`config.mk`:
```
export PLATFORM = sky130hd
export DESIGN_NAME = vga_scan_driver
export DESIGN_NICKNAME = d
export VERILOG_FILES = /design/src/rtl/vga_scan_driver.sv
export SDC_FILE = /design/constraint.sdc
export NUM_CORES = 1
export LEC_CHECK = 0
export BUFFER_PORTS_ARGS = -buffer_cell sky130_fd_sc_hd__buf_4
export CELL_PAD_IN_SITES_DETAIL_PLACEMENT = 1
export CELL_PAD_IN_SITES_GLOBAL_PLACEMENT = 1
export CORE_MARGIN = 4
export CORE_UTILIZATION = 38
export DETAILED_ROUTE_END_ITERATION = 8
export PLACE_DENSITY_LB_ADDON = 0.15
export SETUP_SLACK_MARGIN = 0.02
export SYNTH_ARGS = -nofsm -noshare
export SYNTH_HDL_FRONTEND = slang
export SYNTH_SLANG_ARGS = --single-unit
```
`constraint.sdc`:
```
create_clock -name clk -period 2.2 [get_ports clk]
set_clock_uncertainty 0.2 [all_clocks]
set_input_delay 0.66 -clock clk [delete_from_list [all_inputs] [get_ports clk]]
set_output_delay 0.66 -clock clk [all_outputs]
set_load 0.05 [all_outputs]
```
`src/rtl/vga_scan_driver.sv`:
```
// VGA raster timing master and pixel output stage with delay-matched syncs.
// Optional build macro VGA_TEST_PATTERN_EN adds a colour-bar test_pattern input.

module vga_scan_driver #(
  parameter int CLK_DIV     = 2,
  parameter int H_ACTIVE    = 640,
  parameter int H_FP        = 16,
  parameter int H_SYNC      = 96,
  parameter int H_BP        = 48,
  parameter int V_ACTIVE    = 480,
  parameter int V_FP        = 10,
  parameter int V_SYNC      = 2,
  parameter int V_BP        = 33,
  parameter int PPU_LATENCY = 1
) (
  input  logic        clk,
  input  logic        reset,
  input  logic [23:0] rgb_in,
`ifdef VGA_TEST_PATTERN_EN
  input  logic        test_pattern,
`endif
  output logic [9:0]  hcount,
  output logic [9:0]  vcount,
  output logic [7:0]  vga_r,
  output logic [7:0]  vga_g,
  output logic [7:0]  vga_b,
  output logic        vga_hs,
  output logic        vga_vs,
  output logic        vga_blank_n,
  output logic        vga_sync_n,
  output logic        vga_clk,
  output logic        vblank,
  output logic        frame_start
);

  localparam int H_TOTAL = H_ACTIVE + H_FP + H_SYNC + H_BP;
  localparam int V_TOTAL = V_ACTIVE + V_FP + V_SYNC + V_BP;
  localparam int DIV_W   = $clog2(CLK_DIV);

  localparam logic [DIV_W-1:0] DIV_LAST = DIV_W'(CLK_DIV - 1);
  localparam logic [DIV_W-1:0] DIV_HALF = DIV_W'(CLK_DIV / 2);
  localparam logic [9:0] H_LAST   = 10'(H_TOTAL - 1);
  localparam logic [9:0] V_LAST   = 10'(V_TOTAL - 1);
  localparam logic [9:0] H_VIS    = 10'(H_ACTIVE);
  localparam logic [9:0] V_VIS    = 10'(V_ACTIVE);
  localparam logic [9:0] HS_START = 10'(H_ACTIVE + H_FP);
  localparam logic [9:0] HS_END   = 10'(H_ACTIVE + H_FP + H_SYNC - 1);
  localparam logic [9:0] VS_START = 10'(V_ACTIVE + V_FP);
  localparam logic [9:0] VS_END   = 10'(V_ACTIVE + V_FP + V_SYNC - 1);

  logic [DIV_W-1:0] div_q, div_d;
  logic             pix_en;
  logic [9:0]       hcount_q, hcount_d;
  logic [9:0]       vcount_q, vcount_d;
  logic             vga_clk_q, vblank_q, frame_start_q, frame_start_d;
  logic             hs_raw, vs_raw, act_raw;
  logic             hs_del, vs_del, act_del;
  logic [23:0]      pix_src, rgb_d, rgb_q;
  logic             hs_q, vs_q, blank_q;
`ifdef VGA_TEST_PATTERN_EN
  logic [9:0]       hc_del;
  logic [9:0]       bar_num;
  logic [23:0]      bar_rgb;
`endif

  always_comb begin
    pix_en   = (div_q == DIV_LAST);
    div_d    = pix_en ? '0 : div_q + 1'b1;
    hcount_d = hcount_q;
    vcount_d = vcount_q;
    if (pix_en) begin
      if (hcount_q == H_LAST) begin
        hcount_d = '0;
        vcount_d = (vcount_q == V_LAST) ? '0 : vcount_q + 10'd1;
      end else begin
        hcount_d = hcount_q + 10'd1;
      end
    end
    frame_start_d = pix_en && (hcount_q == H_LAST) && (vcount_q == V_LAST);
  end

  always_ff @(posedge clk or negedge reset) begin
    if (!reset) begin
      div_q         <= '0;
      hcount_q      <= '0;
      vcount_q      <= '0;
      vga_clk_q     <= 1'b0;
      vblank_q      <= 1'b0;
      frame_start_q <= 1'b0;
    end else begin
      div_q         <= div_d;
      hcount_q      <= hcount_d;
      vcount_q      <= vcount_d;
      vga_clk_q     <= (div_d >= DIV_HALF);
      vblank_q      <= (vcount_d >= V_VIS);
      frame_start_q <= frame_start_d;
    end
  end

  always_comb begin
    hs_raw  = !((hcount_q >= HS_START) && (hcount_q <= HS_END));
    vs_raw  = !((vcount_q >= VS_START) && (vcount_q <= VS_END));
    act_raw = (hcount_q < H_VIS) && (vcount_q < V_VIS);
  end

  // Raster attributes wait PPU_LATENCY pixels so they meet the PPU's colour.
  generate
    if (PPU_LATENCY == 0) begin : g_nodelay
      assign hs_del  = hs_raw;
      assign vs_del  = vs_raw;
      assign act_del = act_raw;
`ifdef VGA_TEST_PATTERN_EN
      assign hc_del  = hcount_q;
`endif
    end else begin : g_delay
      logic [PPU_LATENCY-1:0] hs_dl_q, vs_dl_q, act_dl_q;
`ifdef VGA_TEST_PATTERN_EN
      logic [9:0] hc_dl_q [PPU_LATENCY];
`endif
      always_ff @(posedge clk or negedge reset) begin
        if (!reset) begin
          hs_dl_q  <= '1;
          vs_dl_q  <= '1;
          act_dl_q <= '0;
`ifdef VGA_TEST_PATTERN_EN
          for (int i = 0; i < PPU_LATENCY; i++) hc_dl_q[i] <= '0;
`endif
        end else if (pix_en) begin
          hs_dl_q[0]  <= hs_raw;
          vs_dl_q[0]  <= vs_raw;
          act_dl_q[0] <= act_raw;
`ifdef VGA_TEST_PATTERN_EN
          hc_dl_q[0]  <= hcount_q;
`endif
          for (int i = 1; i < PPU_LATENCY; i++) begin
            hs_dl_q[i]  <= hs_dl_q[i-1];
            vs_dl_q[i]  <= vs_dl_q[i-1];
            act_dl_q[i] <= act_dl_q[i-1];
`ifdef VGA_TEST_PATTERN_EN
            hc_dl_q[i]  <= hc_dl_q[i-1];
`endif
          end
        end
      end
      assign hs_del  = hs_dl_q[PPU_LATENCY-1];
      assign vs_del  = vs_dl_q[PPU_LATENCY-1];
      assign act_del = act_dl_q[PPU_LATENCY-1];
`ifdef VGA_TEST_PATTERN_EN
      assign hc_del  = hc_dl_q[PPU_LATENCY-1];
`endif
    end
  endgenerate

`ifdef VGA_TEST_PATTERN_EN
  always_comb begin
    bar_num = hc_del / 10'(H_ACTIVE / 8);
    case (bar_num)
      10'd0:   bar_rgb = 24'hFFFFFF;
      10'd1:   bar_rgb = 24'hFFFF00;
      10'd2:   bar_rgb = 24'h00FFFF;
      10'd3:   bar_rgb = 24'h00FF00;
      10'd4:   bar_rgb = 24'hFF00FF;
      10'd5:   bar_rgb = 24'hFF0000;
      10'd6:   bar_rgb = 24'h0000FF;
      default: bar_rgb = 24'h000000;
    endcase
    pix_src = test_pattern ? bar_rgb : rgb_in;
  end
`else
  assign pix_src = rgb_in;
`endif

  assign rgb_d = act_del ? pix_src : 24'h000000;

  always_ff @(posedge clk or negedge reset) begin
    if (!reset) begin
      rgb_q   <= '0;
      hs_q    <= 1'b1;
      vs_q    <= 1'b1;
      blank_q <= 1'b0;
    end else if (pix_en) begin
      rgb_q   <= rgb_d;
      hs_q    <= hs_del;
      vs_q    <= vs_del;
      blank_q <= act_del;
    end
  end

  assign hcount      = hcount_q;
  assign vcount      = vcount_q;
  assign vga_r       = rgb_q[23:16];
  assign vga_g       = rgb_q[15:8];
  assign vga_b       = rgb_q[7:0];
  assign vga_hs      = hs_q;
  assign vga_vs      = vs_q;
  assign vga_blank_n = blank_q;
  assign vga_sync_n  = 1'b0;
  assign vga_clk     = vga_clk_q;
  assign vblank      = vblank_q;
  assign frame_start = frame_start_q;

endmodule
```
==> results.ini <==
[drt]
first_pass_iters=4
via_per_inst=5.043
wl_per_cell_um=15.61
routed_wl_mm=6.136
drtIter0Drc=81
antenna_left=0
vias=1982
drc_errors=0

[global_routing]
grt_use_met3_pct=3.406
grt_pass1_vias=2076
met1_usage_pct=22.16
use_met2_pct=27.12
grt_max_degree=42
top_usage_layer=met2
grt_pass1_wl_mm=9.963
grt_overflow=0
antenna_found_initial=0
grt_usage_pct=16.63

[power]
vdd_drop_max_v=0.0003239
cellPowerDensity_nw_per_um2=588.3
cellLeakagePower_nw=1.613

[worst_setup_path]
crit_path_start_kind=flip-flop
critical_path_class=reg -> reg
crit_end=vcount[4]
critPathLaunch=hcount[6]
rr_startpoint=hcount[6]
critPathTopFamily=simple AND/OR/NAND/NOR gates
rrSetupSlack_ns=0.02
worst-path-stages=5
required_ns=2.25
critPathArrivalTime_ns=2.23
critical-path-max-stage-delay_ns=0.55
cp-end-kind=flip-flop
worst-path-buf-inv=0
crit_path_max_fanout=3
r2r_end=vcount[4]
slowest_stage=or4b_4
ff2ff_path_depth=5
worstPathCellList=or4b_4 > nor3_4 > nand3_2 > or4_1 > nand2_1

[sta]
drv_slew=0
slew_headroom_pct=55.40
hold_ws_ns=0.06328
rsz0062_at_grt=yes
fin_crit_sh_pct=99.06
worst_slew_pin_slew_ns=0.6691
finalHoldViolations=0
max_freq_mhz=458.9
period_minus_slack_ns=2.179
setup_viol=0

[logic_synthesis]
postSynthAreaPerCell_um2=9.994
seq_area_frac_synth_pct=55.97
synth_cells=238
synth.ff_latch_count=53
synth_top_area_share_pct=51.55
synthesis.area_um2=2379
async_flop_share_pct=100.0
synth_top_cell_by_area=dfrtp_1
synthTopCellsByArea=dfrtp_1, o21ai_0, nand3_1
synth_nets=269
synthFlopType=dfrtp_1
yosysWarningCount=0
yosysUniqueCellTypes=40
synthMostInstantiatedCell=dfrtp_1
synthTopCellsByCount=dfrtp_1, o21ai_0, inv_1
synth_edf_count=0

[die]
initial_core_util_pct=39.70
die_height_um=87.12
dieArea_um2=7589
core_area_um2=5991
num_io_pins=77
fp.dieW_um=87.12
rows=28

[cells_and_area]
fin_util_pct=53.84
area_growth_pct=35.61
fin_area_um2=3226
diodes=0
drive_above_1_share_pct=35.53
largest_register=rgb_q
largest_reg_flops=24
final_nets=348

[clock_network]
cts_tree=done
root_buffer=clkbuf_8
cts_max_path_buffers=2
cts.sinks=53
path_clk_slew_ns=0.09
cts_max_level=2
cts_inserted_buffers=5
insertion_delay_ns=0.30

[placement]
portBuffers=75
place.gp.congestion=0.8007
detailed_place_hpwl_mm=4.495
place_area_um2=3058

[run]
drv_cap=0

[min_path]
holdCritPathClass=in -> async

[outcome]
run_status=finished clean

worst register-to-register path: stages (launching register included):
cell     delay (ns)
dfrtp_2        0.43
or4b_4         0.55
nor3_4         0.28
nand3_2        0.12
or4_1          0.47
nand2_1        0.08
per-layer routing:
metal | vias up | part of all wire, %
met5 | - | 0
met3 | 6 | 4.6
li1 | 965 | -
met2 | 48 | 49
met1 | 963 | 45
met4 | 0 | 1.3
worst min-delay path by stage:
stage / endpoint / slack (ns) / cells after the start
final: hcount[6] / 0.06 / 1
after global routing: hcount[9] / 0.08 / 1
after CTS: hcount[4] / 0.07 / 1
after detailed placement: g_delay.hs_dl_q / 0.28 / 2
after global placement: vga_blank_n / 0.27 / 1
after floorplan: act_del / 0.16 / 0
repair_timing:
action / CTS / global route
hold buffers: 0 / 0
setup buffers: 0 / 2
gates resized for setup: 0 / 10
endpoints found under the setup margin: 0 / 5
cells in the final DEF, fill, tap and decap left out, types with 3 or more instances in the layout:
cell type	count
dfrtp_2	6
nor3_1	3
nand4_1	5
xnor2_1	5
clkbuf_8	6
dfstp_2	4
a21oi_1	7
inv_1	26
and3_1	4
dfrtp_1	43
nor2_1	8
o21ai_0	27
a22o_1	5
nand3_1	22
nand2_1	17
ha_1	5
xor2_1	7
buf_4	83
kinds of logic (layout without fill, tap and decap cells):
family / Yosys count / after routing / share of synthesized area, %
adder cells (fa/ha/maj): 5 / 5 / 2.630
multiplexers: 2 / 2 / 0.9468
AND/OR/NAND/NOR: 76 / 76 / 17.15
AO/OA/AOI/OAI: 50 / 50 / 12.20
other: 1 / 1 / 0.1577
XOR/XNOR: 12 / 12 / 4.419
buffers and inverters: 39 / 119 / 6.523
flip-flops: 53 / 53 / 55.97
layout make-up:
type	instances	area [um^2]
Fill cell	715	2765
Clock inverter	1	30.03
Inverter	26	97.59
Clock buffer	7	86.33
Timing Repair Buffer	85	654.4
Multi-Input combinational cell	146	924.6
Tap cell	75	93.84
Sequential cell	53	1339
metrics by stage:
step / power [mW] / worst slack [ns] / setup TNS (ns) / cells
finish: 1.898 / 0.02066 / 0 / 393
global route: 1.981 / -0.04010 / -0.07775 / 393
CTS: 1.926 / 0.02102 / 0 / 391
detailed placement: 1.238 / 0.04951 / 0 / 383
global placement: 1.235 / 0.1019 / 0 / 383
floorplan: 1.135 / 0.01753 / 0 / 238
where the power goes:
| group | switching, mW | internal [mW] | total, mW |
|---|---|---|---|
| combinational | 0.133 | 0.0739 | 0.207 |
| sequential | 0.0121 | 0.996 | 1.01 |
| clock | 0.312 | 0.371 | 0.683 |
No activity file was read; power rests on OpenSTA's default activity.
